**src/rtl/adbg_or1k_intreg_reader_if.sv**
```systemverilog
// Handshake and data bundle between the OR1K command decoder, the internal-register
// reader and the TDO mux.
interface adbg_or1k_intreg_reader_if #(
  parameter int INTREG_WIDTH = 2,
  parameter int SEL_WIDTH    = 3
);
  logic                    rd_req_i;
  logic [SEL_WIDTH-1:0]    reg_select_i;
  logic [INTREG_WIDTH-1:0] status_reg_i;
  logic                    shift_en_i;
  logic                    tdo_o;
  logic                    busy_o;
  logic                    done_o;
  logic                    sel_err_o;

  modport master (
    output rd_req_i, reg_select_i, status_reg_i, shift_en_i,
    input  tdo_o, busy_o, done_o, sel_err_o
  );

  modport slave (
    input  rd_req_i, reg_select_i, status_reg_i, shift_en_i,
    output tdo_o, busy_o, done_o, sel_err_o
  );
endinterface

```
**src/rtl/adbg_or1k_intreg_reader.sv**
```systemverilog
// Captures the selected OR1K internal register on a read command and shifts it out
// LSB first on TDO, followed by the 32-bit reflected CRC accumulated over the data bits.
//
//  state   | meaning
//  IDLE    | waiting for rd_req_i; tdo_o held low
//  DATA    | shifting captured register bits, CRC accumulates
//  CRC     | shifting the 32 CRC bits out, zero fill
module adbg_or1k_intreg_reader #(
  parameter int                    INTREG_WIDTH = 2,
  parameter int                    SEL_WIDTH    = 3,
  parameter logic [SEL_WIDTH-1:0]  STATUS_SEL   = 3'h1,
  parameter logic [31:0]           CRC_POLY     = 32'hEDB88320
) (
  input  logic                      tck_i,
  input  logic                      rst_i,
  adbg_or1k_intreg_reader_if.slave  bus
);

  typedef enum logic [1:0] {
    ST_IDLE = 2'd0,
    ST_DATA = 2'd1,
    ST_CRC  = 2'd2
  } state_t;

  localparam logic [5:0] LAST_DATA = 6'(INTREG_WIDTH - 1);
  localparam logic [5:0] LAST_CRC  = 6'd31;

  state_t                  state_q, state_d;
  logic [INTREG_WIDTH-1:0] data_q, data_d;
  logic [5:0]              cnt_q, cnt_d;
  logic [31:0]             crc_q, crc_d;
  logic                    busy_q, busy_d;
  logic                    done_q, done_d;
  logic                    sel_err_q, sel_err_d;
  logic                    sel_hit;
  logic                    fb;

  always_ff @(posedge tck_i or posedge rst_i) begin
    if (rst_i) begin
      state_q   <= ST_IDLE;
      data_q    <= '0;
      cnt_q     <= '0;
      crc_q     <= 32'hFFFF_FFFF;
      busy_q    <= 1'b0;
      done_q    <= 1'b0;
      sel_err_q <= 1'b0;
    end else begin
      state_q   <= state_d;
      data_q    <= data_d;
      cnt_q     <= cnt_d;
      crc_q     <= crc_d;
      busy_q    <= busy_d;
      done_q    <= done_d;
      sel_err_q <= sel_err_d;
    end
  end

  always_comb begin
    state_d   = state_q;
    data_d    = data_q;
    cnt_d     = cnt_q;
    crc_d     = crc_q;
    sel_err_d = sel_err_q;
    done_d    = 1'b0;
    sel_hit   = (bus.reg_select_i == STATUS_SEL);
    fb        = crc_q[0] ^ data_q[0];

    unique case (state_q)
      ST_IDLE: begin
        // A shift request coinciding with capture is not consumed here.
        if (bus.rd_req_i) begin
          data_d    = sel_hit ? bus.status_reg_i : '0;
          sel_err_d = ~sel_hit;
          crc_d     = 32'hFFFF_FFFF;
          cnt_d     = '0;
          state_d   = ST_DATA;
        end
      end
      ST_DATA: begin
        if (bus.shift_en_i) begin
          crc_d  = (crc_q >> 1) ^ (fb ? CRC_POLY : 32'h0);
          data_d = data_q >> 1;
          if (cnt_q == LAST_DATA) begin
            cnt_d   = '0;
            state_d = ST_CRC;
          end else begin
            cnt_d = cnt_q + 6'd1;
          end
        end
      end
      ST_CRC: begin
        if (bus.shift_en_i) begin
          crc_d = crc_q >> 1;
          if (cnt_q == LAST_CRC) begin
            cnt_d   = '0;
            state_d = ST_IDLE;
            done_d  = 1'b1;
          end else begin
            cnt_d = cnt_q + 6'd1;
          end
        end
      end
      default: begin
        state_d = ST_IDLE;
      end
    endcase

    busy_d = (state_d != ST_IDLE);
  end

  always_comb begin
    bus.tdo_o = 1'b0;
    if (state_q == ST_DATA)     bus.tdo_o = data_q[0];
    else if (state_q == ST_CRC) bus.tdo_o = crc_q[0];
  end

  assign bus.busy_o    = busy_q;
  assign bus.done_o    = done_q;
  assign bus.sel_err_o = sel_err_q;

endmodule
```
**src/flat_wrapper.sv**
```systemverilog
// flat-port wrapper written by rule: the top's interface ports become plain ports
module adbg_or1k_intreg_reader_flat 
#(
  parameter int                    INTREG_WIDTH = 2,
  parameter int                    SEL_WIDTH    = 3,
  parameter logic [SEL_WIDTH-1:0]  STATUS_SEL   = 3'h1,
  parameter logic [31:0]           CRC_POLY     = 32'hEDB88320
)
  (tck_i, rst_i, bus_rd_req_i, bus_reg_select_i, bus_status_reg_i, bus_shift_en_i, bus_tdo_o, bus_busy_o, bus_done_o, bus_sel_err_o);
  adbg_or1k_intreg_reader_if #(.INTREG_WIDTH(INTREG_WIDTH), .SEL_WIDTH(SEL_WIDTH)) bus_i ();
  input  logic tck_i;
  input  logic rst_i;
  input wire logic [$bits(bus_i.rd_req_i)-1:0] bus_rd_req_i;
  input wire logic [$bits(bus_i.reg_select_i)-1:0] bus_reg_select_i;
  input wire logic [$bits(bus_i.status_reg_i)-1:0] bus_status_reg_i;
  input wire logic [$bits(bus_i.shift_en_i)-1:0] bus_shift_en_i;
  output wire logic [$bits(bus_i.tdo_o)-1:0] bus_tdo_o;
  output wire logic [$bits(bus_i.busy_o)-1:0] bus_busy_o;
  output wire logic [$bits(bus_i.done_o)-1:0] bus_done_o;
  output wire logic [$bits(bus_i.sel_err_o)-1:0] bus_sel_err_o;
  assign bus_i.rd_req_i = bus_rd_req_i;
  assign bus_i.reg_select_i = bus_reg_select_i;
  assign bus_i.status_reg_i = bus_status_reg_i;
  assign bus_i.shift_en_i = bus_shift_en_i;
  assign bus_tdo_o = bus_i.tdo_o;
  assign bus_busy_o = bus_i.busy_o;
  assign bus_done_o = bus_i.done_o;
  assign bus_sel_err_o = bus_i.sel_err_o;
  adbg_or1k_intreg_reader #(.INTREG_WIDTH(INTREG_WIDTH), .SEL_WIDTH(SEL_WIDTH), .STATUS_SEL(STATUS_SEL), .CRC_POLY(CRC_POLY)) u_core (.tck_i(tck_i), .rst_i(rst_i), .bus(bus_i));
endmodule
```
**config.mk**
```make
export PLATFORM = sky130hd
export DESIGN_NAME = adbg_or1k_intreg_reader_flat
export DESIGN_NICKNAME = d
export VERILOG_FILES = /design/src/rtl/adbg_or1k_intreg_reader_if.sv /design/src/rtl/adbg_or1k_intreg_reader.sv /design/src/flat_wrapper.sv
export SDC_FILE = /design/constraint.sdc
export NUM_CORES = 1
export LEC_CHECK = 0
export CAP_MARGIN = 20
export CORE_UTILIZATION = 63
export DETAILED_ROUTE_END_ITERATION = 12
export PLACE_DENSITY = 0.83
export SETUP_SLACK_MARGIN = 0.2
export SYNTH_ARGS = -nofsm -noshare
export SYNTH_HDL_FRONTEND = slang
export SYNTH_SLANG_ARGS = --single-unit
```
**constraint.sdc**
```tcl
create_clock -name tck_i -period 4.8 [get_ports tck_i]
set_input_delay 1.2 -clock tck_i [delete_from_list [all_inputs] [get_ports tck_i]]
set_output_delay 1.2 -clock tck_i [all_outputs]
set_load 0.01 [all_outputs]
```
==> results.toml <==
[outcome]
status = "completed"

[yosys]
async_reset_ff_share_pct = 100.0
yosysWarnings = 0
ys_ff_latch = 45
synthCells = 239
ys_seq_area_share_pct = 50.13
syn_area_mm2 = 0.002326
avgSynthCellArea_um2 = 9.732
synthFlopType = "dfstp_2"
post_synth_num_cell_types = 44
syn-num-nets = 254
synth_edf_count = 0

[sta]
drv_slew = 0
rsz0062_at_grt = "false"
setup_viol = 0
tightest_slew_ns = 0.8353
max_freq_mhz = 290.6
whs_ns = 0.4876
timing.final.crit_period_ns = 3.441
relSlewSlack_pct = 44.31
hold_viol_final = 0
period_share_pct = 71.69
skew_ns = 0.002968
setup_tns_ns = 0

[clocking]
ctsResizeCount = 0
root_buffer = "clkbuf_8"
clk_latency_ns = 0.29
clock_sinks = 45
hold_buffers = 0
clock_path_buffers = 2
cts_tree = "built"
clk_pin_slew_worst_paths_ns = 0.08
htree_num_levels = 2
cts_buffers = 5
postCtsSetupBuffers = 0

[setup_path]
crit_path_max_incr_delay_ns = 0.68
critPathCaptureType = "output pin"
crit_chain = "inv_1 -> ha_1 -> nand2_1 -> o21ai_0 -> clkdlybuf4s50_1"
startpoint = "u_core.state_q[1]"
startpoint_type = "flip-flop"
worstPathArrival_ns = 2.24
cp_top_family = "adder cells"
crit_path_top_delay_cell = "ha_1"
path_buf_inv = 2
worstSetupPathType = "reg2out"
worstReg2RegStart = "u_core.state_q[1]"
path_max_fanout = 23
worstPathRequired_ns = 3.60

[min_path]
hp-start = "u_core.crc_q[26]"
hold_class = "reg2reg"

[power]
p_per_area_mw_per_mm2 = 741.0
p_leak_nw = 0.9894
irDropWorstVdd_uv = 417.8
p_total_mw = 1.866

[drt]
wl_um = 4553
routedWlPerCell_um = 15.70
top_layer = "met4"
first_pass_iters = 4
via_count = 1802
drt_iter0_markers = 189
vias_per_cell = 6.214
wl_met1_um = 2188
drc = 0
wl_met2_um = 2138
wl_met3_um = 176
ant_nets = 0

[die]
core_mm2 = 0.003442
dieHeight_um = 62.76
dieArea_mm2 = 0.003939
ioPinCount = 13
floorplan.initialDensity_pct = 67.58
fp-row-count = 21
die_w_um = 62.76

[grt]
grt_pass1_vias = 1562
grt_overflow = 0
antenna_found_initial = 0
grt_max_degree = 57
grt_usage_pct = 25.08
grt_pass1_wl_um = 7596

[finish]
most-common-layout-cells = "nand2_1 (33), dfstp_2 (32), a21oi_1 (30)"
final_common_cell = "nand2_1"
diodes = 0
nets = 259
synthToLayoutAreaGrowth_pct = 8.230
fillCellCount = 253
drive_gt1_share_pct = 20.49

[placement]
dp_hpwl_um = 2743
place_congestion = 0.8022
port_buffers = 12

[job]
maxCapViolCount = 0
-- area by class of cell --
class / instances / area, µm² / share of cell area, %
Timing Repair Buffer: 14 / 135.1 / 5.368
Clock inverter: 1 / 5.005 / 0.1988
Multi-Input combinational cell: 169 / 1026 / 40.76
Clock buffer: 6 / 93.84 / 3.728
Tap cell: 46 / 57.56 / 2.286
Inverter: 9 / 33.78 / 1.342
Sequential cell: 45 / 1166 / 46.32
-- routing by layer --
metal,vias up,global-route usage [%]
met1,877,37.50
met5,-,0
met2,46,37.36
met3,9,4.927
met4,0,6.686
li1,870,-
-- flip-flops by register name, summed over array words and instances, names as in the netlist --
signal / count
u_core.bus.busy_o: 1
u_core.bus.done_o: 1
u_core.bus.sel_err_o: 1
u_core.cnt_q: 6
u_core.crc_q: 32
u_core.data_q: 2
u_core.state_q: 2
-- worst min-delay path: stages, from the launching register on --
cell     delay, ns
dfstp_2       0.37
nand2_1       0.05
a31oi_1       0.07
-- logic make-up after synthesis --
family          Yosys count  share of synthesized area (%)
simple gates             76                          14.90
mux                       1                         0.4304
xor+xnor                  1                         0.6995
flops                    45                          50.13
compound gates           85                          24.58
fa+ha+maj                 6                          3.227
buf+inv                  25                          6.024
-- report_power, final --
group	internal, mW	switching [mW]
Clock	0.130	0.124
Sequential	0.613	0.0972
Combinational	0.340	0.560
Total	1.08	0.782
-- synth_stat cells, types with 2 or more instances --
library cell	n	area share (%)
nand4_1	2	0.54
nand3_1	3	0.65
o21ai_0	4	0.86
inv_1	9	1.5
a31oi_1	20	5.4
a21oi_1	30	6.5
nand2_1	33	5.3
dfrtp_1	13	14
buf_6	4	1.9
buf_4	2	0.65
ha_1	6	3.2
o2111ai_1	4	1.5
nor2_1	27	4.4
dfstp_2	32	36
clkbuf_1	3	0.48
o22a_1	13	4.9
buf_2	7	1.5
-- worst paths after layout --
check	slack, ns	depth (start not counted)	endpoint
worst min-delay path	0.49	2	u_core.crc_q[25]
worst min register to register	0.49	2	u_core.crc_q[25]
min in group asynchronous	1.37	3	u_core.data_q[1]
worst max register to register	2.35	6	u_core.crc_q[16]
max in group asynchronous	3.05	3	u_core.crc_q[31]
worst max-delay path	1.36	5	bus_tdo_o
-- metrics by stage --
| step | worst slack, ns | utilization [%] | area [µm²] | instances |
|---|---|---|---|---|
| 2_1_floorplan | 2.300 | - | 2326 | 239 |
| 3_3_place_gp | 1.704 | 70.27 | 2419 | 283 |
| 3_5_place_dp | 1.676 | 70.27 | 2419 | 283 |
| 4_1_cts | 1.346 | 73.14 | 2517 | 290 |
| 5_1_grt | 1.211 | 73.14 | 2517 | 290 |
| 6_report | 1.359 | 73.14 | 2517 | 290 |
(Power assumes the default switching activity.)
